===== config.mk =====
export PLATFORM = sky130hd
export DESIGN_NAME = cdb_arbiter
export DESIGN_NICKNAME = d
export VERILOG_FILES = /design/src/rtl/cdb_arbiter.sv
export SDC_FILE = /design/constraint.sdc
export NUM_CORES = 1
export LEC_CHECK = 0
export ABC_AREA = 1
export BUFFER_PORTS_ARGS = -buffer_cell sky130_fd_sc_hd__buf_2
export CAP_MARGIN = 20
export CORE_MARGIN = 1.5
export CORE_UTILIZATION = 60
export CTS_CLUSTER_DIAMETER = 150
export DETAILED_ROUTE_END_ITERATION = 6
export PLACE_DENSITY = 0.91
export REMOVE_ABC_BUFFERS = 1
export SYNTH_ARGS = -nofsm -noshare
export SYNTH_HDL_FRONTEND = slang
export SYNTH_SLANG_ARGS = --single-unit

===== constraint.sdc =====
create_clock -name clk -period 7.3 [get_ports clk]
set_input_delay 1.46 -clock clk [delete_from_list [all_inputs] [get_ports clk]]
set_output_delay 1.46 -clock clk [all_outputs]
set_load 0.03 [all_outputs]

===== src/rtl/cdb_arbiter.sv =====
// cdb_arbiter
//   Shares one common data bus between the adder and multiplier functional
//   units. Each FU result lands in a private FIFO; a round-robin arbiter pops
//   at most one head per cycle and registers it onto the CDB.
//
// Ports
//   clk, reset                    rising-edge clock, async active-low reset
//   add_valid/add_tag/add_data    adder result push
//   add_ready                     adder FIFO has room (count < DEPTH)
//   mul_valid/mul_tag/mul_data    multiplier result push
//   mul_ready                     multiplier FIFO has room
//   cdb_valid/cdb_tag/cdb_data    registered broadcast
//   cdb_src                       0 = adder, 1 = multiplier
//   add_count, mul_count          FIFO occupancies
module cdb_arbiter #(
  parameter int DEPTH  = 4,
  parameter int TAG_W  = 4,
  parameter int DATA_W = 32
) (
  input  logic                       clk,
  input  logic                       reset,
  input  logic                       add_valid,
  input  logic [TAG_W-1:0]           add_tag,
  input  logic [DATA_W-1:0]          add_data,
  output logic                       add_ready,
  input  logic                       mul_valid,
  input  logic [TAG_W-1:0]           mul_tag,
  input  logic [DATA_W-1:0]          mul_data,
  output logic                       mul_ready,
  output logic                       cdb_valid,
  output logic [TAG_W-1:0]           cdb_tag,
  output logic [DATA_W-1:0]          cdb_data,
  output logic                       cdb_src,
  output logic [$clog2(DEPTH+1)-1:0] add_count,
  output logic [$clog2(DEPTH+1)-1:0] mul_count
);

  localparam int CW = $clog2(DEPTH + 1);
  localparam int PW = $clog2(DEPTH);
  localparam int EW = TAG_W + DATA_W;

  typedef enum logic {
    SRC_ADD = 1'b0,
    SRC_MUL = 1'b1
  } src_e;

  logic [EW-1:0] add_mem [DEPTH];
  logic [EW-1:0] mul_mem [DEPTH];
  logic [PW-1:0] add_wr, add_rd, mul_wr, mul_rd;
  src_e          last_grant;

  logic add_push, mul_push, add_pop, mul_pop;
  logic add_ne, mul_ne;
  logic [EW-1:0] head;

  // Ready depends on count only, so a full FIFO refuses a push even in the
  // cycle it is popped.
  assign add_ready = (add_count != CW'(DEPTH));
  assign mul_ready = (mul_count != CW'(DEPTH));
  assign add_push  = add_valid && add_ready;
  assign mul_push  = mul_valid && mul_ready;

  assign add_ne = (add_count != '0);
  assign mul_ne = (mul_count != '0);

  // Round-robin: on conflict the source that did not win last time goes.
  always_comb begin
    add_pop = add_ne && (!mul_ne || last_grant == SRC_MUL);
    mul_pop = mul_ne && !add_pop;
    head    = add_pop ? add_mem[add_rd] : mul_mem[mul_rd];
  end

  // Storage needs no reset; pointers/counts define what is live.
  always_ff @(posedge clk) begin
    if (add_push) add_mem[add_wr] <= {add_tag, add_data};
    if (mul_push) mul_mem[mul_wr] <= {mul_tag, mul_data};
  end

  always_ff @(posedge clk or negedge reset) begin
    if (!reset) begin
      add_wr     <= '0;
      add_rd     <= '0;
      mul_wr     <= '0;
      mul_rd     <= '0;
      add_count  <= '0;
      mul_count  <= '0;
      last_grant <= SRC_MUL;
      cdb_valid  <= 1'b0;
      cdb_tag    <= '0;
      cdb_data   <= '0;
      cdb_src    <= 1'b0;
    end else begin
      if (add_push) add_wr <= add_wr + PW'(1);
      if (add_pop)  add_rd <= add_rd + PW'(1);
      if (mul_push) mul_wr <= mul_wr + PW'(1);
      if (mul_pop)  mul_rd <= mul_rd + PW'(1);

      case ({add_push, add_pop})
        2'b10:   add_count <= add_count + CW'(1);
        2'b01:   add_count <= add_count - CW'(1);
        default: add_count <= add_count;
      endcase
      case ({mul_push, mul_pop})
        2'b10:   mul_count <= mul_count + CW'(1);
        2'b01:   mul_count <= mul_count - CW'(1);
        default: mul_count <= mul_count;
      endcase

      cdb_valid <= add_pop || mul_pop;
      // Payload holds its last value when nothing is popped.
      if (add_pop || mul_pop) begin
        cdb_tag    <= head[EW-1:DATA_W];
        cdb_data   <= head[DATA_W-1:0];
        cdb_src    <= mul_pop;
        last_grant <= mul_pop ? SRC_MUL : SRC_ADD;
      end
    end
  end

endmodule


==> flow_results.org <==
** Place
- The wire-length estimate of the detail-placed layout is 18.3 mm.
- The placed instances occupy a cell area of 14,900 µm².
- Input and output buffers added on the ports amount to approximately 120.
- At the placement stage, the worst setup path has a slack of ~4 ns.
- Routability-driven placement finished with a final weighted congestion of 0.878.

** STA
- Period minus WS final :: ~3 ns
- Final cycle utilization of the critical path :: between 40% and 50%
- Slew @ Worst Pin :: 1.09 ns
- Based on the critical path, the design can be clocked at up to 327 MHz.
- The final-report max-slew violation count is 0.
- The number of hold violations in the final report came to 0.
- Setup total negative slack on the finished layout was measured at 0 ns.
- Setup repair after global routing left no endpoint under its margin.
- Headroom to the max-slew limit came out at 27.3%.
- Setup violations remaining at the end of the flow were counted as 0.
- After layout, the worst setup slack is 4.24 ns.
- Worst clock skew on the final layout :: 0.0162 ns

** Detailed routing
- Number of DRC violations after detailed routing :: 2
- After the first detailed-routing iteration, the DRC count stood at 965.
- The routed layout has 9,754 vias.
- Total routed wirelength :: roughly 33 mm
- Mean number of vias per cell :: 5.60
- Post-DRT Antenna Nets :: 0
- Drt pass-1 iters :: 7
- Dividing the detail-routed wire length by the instance count gives between 15 and 20 µm.

** Global routing
- The number of global-route vias before repair came to 9,380.
- Number of antenna violations at the first check in global routing :: 3
- Overall global routing resource usage :: 26.5%
- The first global-routing pass estimated 48.7 mm of wire.
- Largest net degree at the start of global routing :: 76
- For this run the aggregate overflow at the end of global routing stands at 0.

** Floorplanning
- Area inside the core boundary :: between 20,000 and 25,000 µm²
- The die covers roughly 25,000 µm².
- Placement Rows :: 56
- Pin placement for this block handled between 100 and 150 I/O pins.
- Once the floorplan was initialized, standard cells occupied about three fifths of the core.
- From left edge to right edge, the die measures 157 µm.
- Chip Height :: 157 µm

** Run
- Max-cap violation count :: 0

** Logic synthesis
- Mapped Avg Cell Area :: 11.0 µm²
- After synthesis the netlist holds a flip-flop and latch count of between 300 and 400.
- Yosys synthesis warning count :: 0
- Number of synthesized flops with an enable pin :: 288
- Gate count after technology mapping :: 1,284
- The share of the Yosys chip area taken by registers is 70.3%.
- Async SR Flop Fraction :: between 10% and 20%
- For this run, the leading register cell type out of synthesis is sky130_fd_sc_hd__edfxtp_1.
- Count of distinct cell types in the synthesized netlist :: 28
- The mapped netlist covers between 10,000 and 15,000 µm².

** Setup path
- Biggest cell delay along the critical path :: a little over 0.9 ns
- R2R setup slack :: ~4.2 ns
- STA classifies the critical path endpoint as a register.
- Walking the worst path, the cells encountered are inv_1 > nand3_4 > inv_2 > a21oi_4 > ha_1 > inv_1 > fa_1 > a21oi_1 > o21ai_0 > xor2_1.
- Data arrival time of the worst path :: between 3 and 4 ns
- Slowest library cell on the worst path :: sky130_fd_sc_hd__a21oi_4
- CP Launch Type :: register
- Type of the worst setup path :: register to register
- Crit-path most repeated cell :: sky130_fd_sc_hd__inv_1
- Required arrival time at the worst endpoint :: 7.69 ns
- Of all nets on the critical path, the largest fanout is 41.

** Power and ir drop
- Of the total power, registers draw about two fifths.
- Clock group share of total power :: 24.1%
- Switching pwr :: 2.87 mW
- Across the VDD grid, the largest voltage drop is 0.349 mV.
- Net switching is 39.5% of the power.
- Summing internal, switching and leakage power gives 7.27 mW.
- The analysis attributes to cell leakage a power of 6.94 nW.
- PwrDens :: 449 nW/µm²
- Of the total power, combinational logic draws a little under two fifths.
- Internal cell power :: between 4 and 5 mW

** Cells and area
- Area overhead of the layout relative to synthesis :: 14.3%
- Summing all non-filler instances in the final layout gives an area of 16,200 µm².
- Most common cell after layout, fill and taps aside :: sky130_fd_sc_hd__nand2_1
- Post-layout nets :: 1,483
- In the final layout, the share of cells above drive strength 1 is about 15%.
- Commonest non-fill, non-tap cells in the layout :: sky130_fd_sc_hd__nand2_1, sky130_fd_sc_hd__edfxtp_1, sky130_fd_sc_hd__inv_1

** Clock tree
- The clock passes through at most 3 buffers.
- After clock tree synthesis, the clock-pin slew on the worst setup and hold paths is 0.06 ns.
- CTS Root Cell :: sky130_fd_sc_hd__clkbuf_16
- Once the clock tree was built, the resizer swapped 0 gates to a different size.
- Max H-tree Level :: 2
- The number of clock buffers added by TritonCTS is 34.
- At the later pin of the worst-skew pair, clock insertion delay measures around 0.52 ns.
- After clock tree synthesis, the flow added hold-fix buffers numbering 0.
- TritonCTS clock tree :: built
- Total setup buffers inserted after CTS :: 0
- The clock drives 341 sinks.

** Run status
- The checks that failed: DRC.
- The flow ran to the end, but the final reports show violations.

** Min path
- Path type of the worst min-delay path :: register to register
power by group through the flow:
stage	clock, mW	combinational (mW)	sequential, mW
5_1_grt	1.84	2.92	2.88
3_3_place_gp	0	2.38	2.85
2_1_floorplan	0	1.34	3.17
6_report	1.75	2.67	2.85
4_1_cts	1.75	2.57	2.84
3_5_place_dp	0	2.50	2.87
area by class of cell:
cell class / instances / area (µm²)
fill: 1515 / 7120
multi-input combinational: 712 / 3250
inverter: 171 / 644
clock inverter: 6 / 76.3
timing repair buffer: 135 / 818
antenna: 2 / 5.00
tap: 319 / 399
sequential: 341 / 9980
clock buffer: 56 / 1050
per-stage QoR:
stage / util [%] / instances / hold WS, ns
2_1_floorplan: - / 1224 / 0.509
3_3_place_gp: 63.9 / 1670 / 0.476
3_5_place_dp: 63.9 / 1670 / 0.483
4_1_cts: 68.8 / 1732 / 0.496
5_1_grt: 69.5 / 1740 / 0.536
6_report: 69.5 / 1742 / 0.493
registers in the layout, indices dropped and copies added, names as in the netlist:
name / count
add_rd: 2
cdb_data: 32
mul_wr: 2
cdb_src: 1
cdb_valid: 1
mul_rd: 2
mul_mem: 144
add_count: 3
cdb_tag: 4
add_mem: 144
mul_count: 3
last_grant: 1
add_wr: 2
worst max-delay path, delay by kind of cell, from the launching register on:
family	cells	cell delay, ns
compound gates	3	1.18
fa+ha+maj	2	0.67
simple gates	1	0.12
xor+xnor	1	0.15
flops	1	0.36
buf+inv	3	0.45
Yosys cell counts (5+ instances only):
library cell | instances | area (µm²)
sky130_fd_sc_hd__inv_1 | 162 | 608
sky130_fd_sc_hd__buf_2 | 33 | 165
sky130_fd_sc_hd__edfxtp_1 | 288 | 8650
sky130_fd_sc_hd__buf_6 | 11 | 124
sky130_fd_sc_hd__o21ai_0 | 50 | 250
sky130_fd_sc_hd__o21ai_1 | 28 | 140
sky130_fd_sc_hd__ha_1 | 10 | 125
sky130_fd_sc_hd__a21oi_1 | 5 | 25.0
sky130_fd_sc_hd__buf_4 | 7 | 52.6
sky130_fd_sc_hd__clkbuf_1 | 7 | 26.3
sky130_fd_sc_hd__inv_2 | 8 | 30.0
sky130_fd_sc_hd__dfrtp_1 | 52 | 1300
sky130_fd_sc_hd__nor2_1 | 46 | 173
sky130_fd_sc_hd__nand3_1 | 146 | 731
sky130_fd_sc_hd__nand2_1 | 408 | 1530
sky130_fd_sc_hd__xor2_1 | 6 | 52.6
routing by layer:
| metal | wire length, µm | vias up | GRT usage (%) | part of all wire, % |
|---|---|---|---|---|
| li1 | - | 4425 | - | - |
| met1 | 11500 | 4592 | 33.0 | 35 |
| met2 | 16100 | 616 | 43.6 | 49 |
| met3 | 3540 | 117 | 6.67 | 11 |
| met4 | 1420 | 4 | 12.6 | 4.3 |
| met5 | 24 | - | 0 | 0.074 |
path summary, 6_finish.rpt:
| check | cells after the start | start | endpoint |
|---|---|---|---|
| max in group asynchronous | 2 | reset | mul_rd[0] |
| hold reg to reg | 1 | cdb_src | cdb_src |
| hold / removal | 1 | cdb_src | cdb_src |
| min in group asynchronous | 2 | reset | add_count[1] |
| setup / recovery | 10 | mul_count[2] | mul_count[2] |
| setup reg to reg | 10 | mul_count[2] | mul_count[2] |
cell families (layout without fill, tap and decap cells):
group / Yosys count / in the layout / share of synthesized area, %
compound gates: 87 / 87 / 3.27
xor+xnor: 8 / 8 / 0.494
fa+ha+maj: 12 / 12 / 1.16
buf+inv: 231 / 368 / 7.19
flops: 341 / 341 / 70.3
other cells: 0 / 2 / 0
simple gates: 605 / 605 / 17.5
No activity file was read; power rests on OpenSTA's default activity.
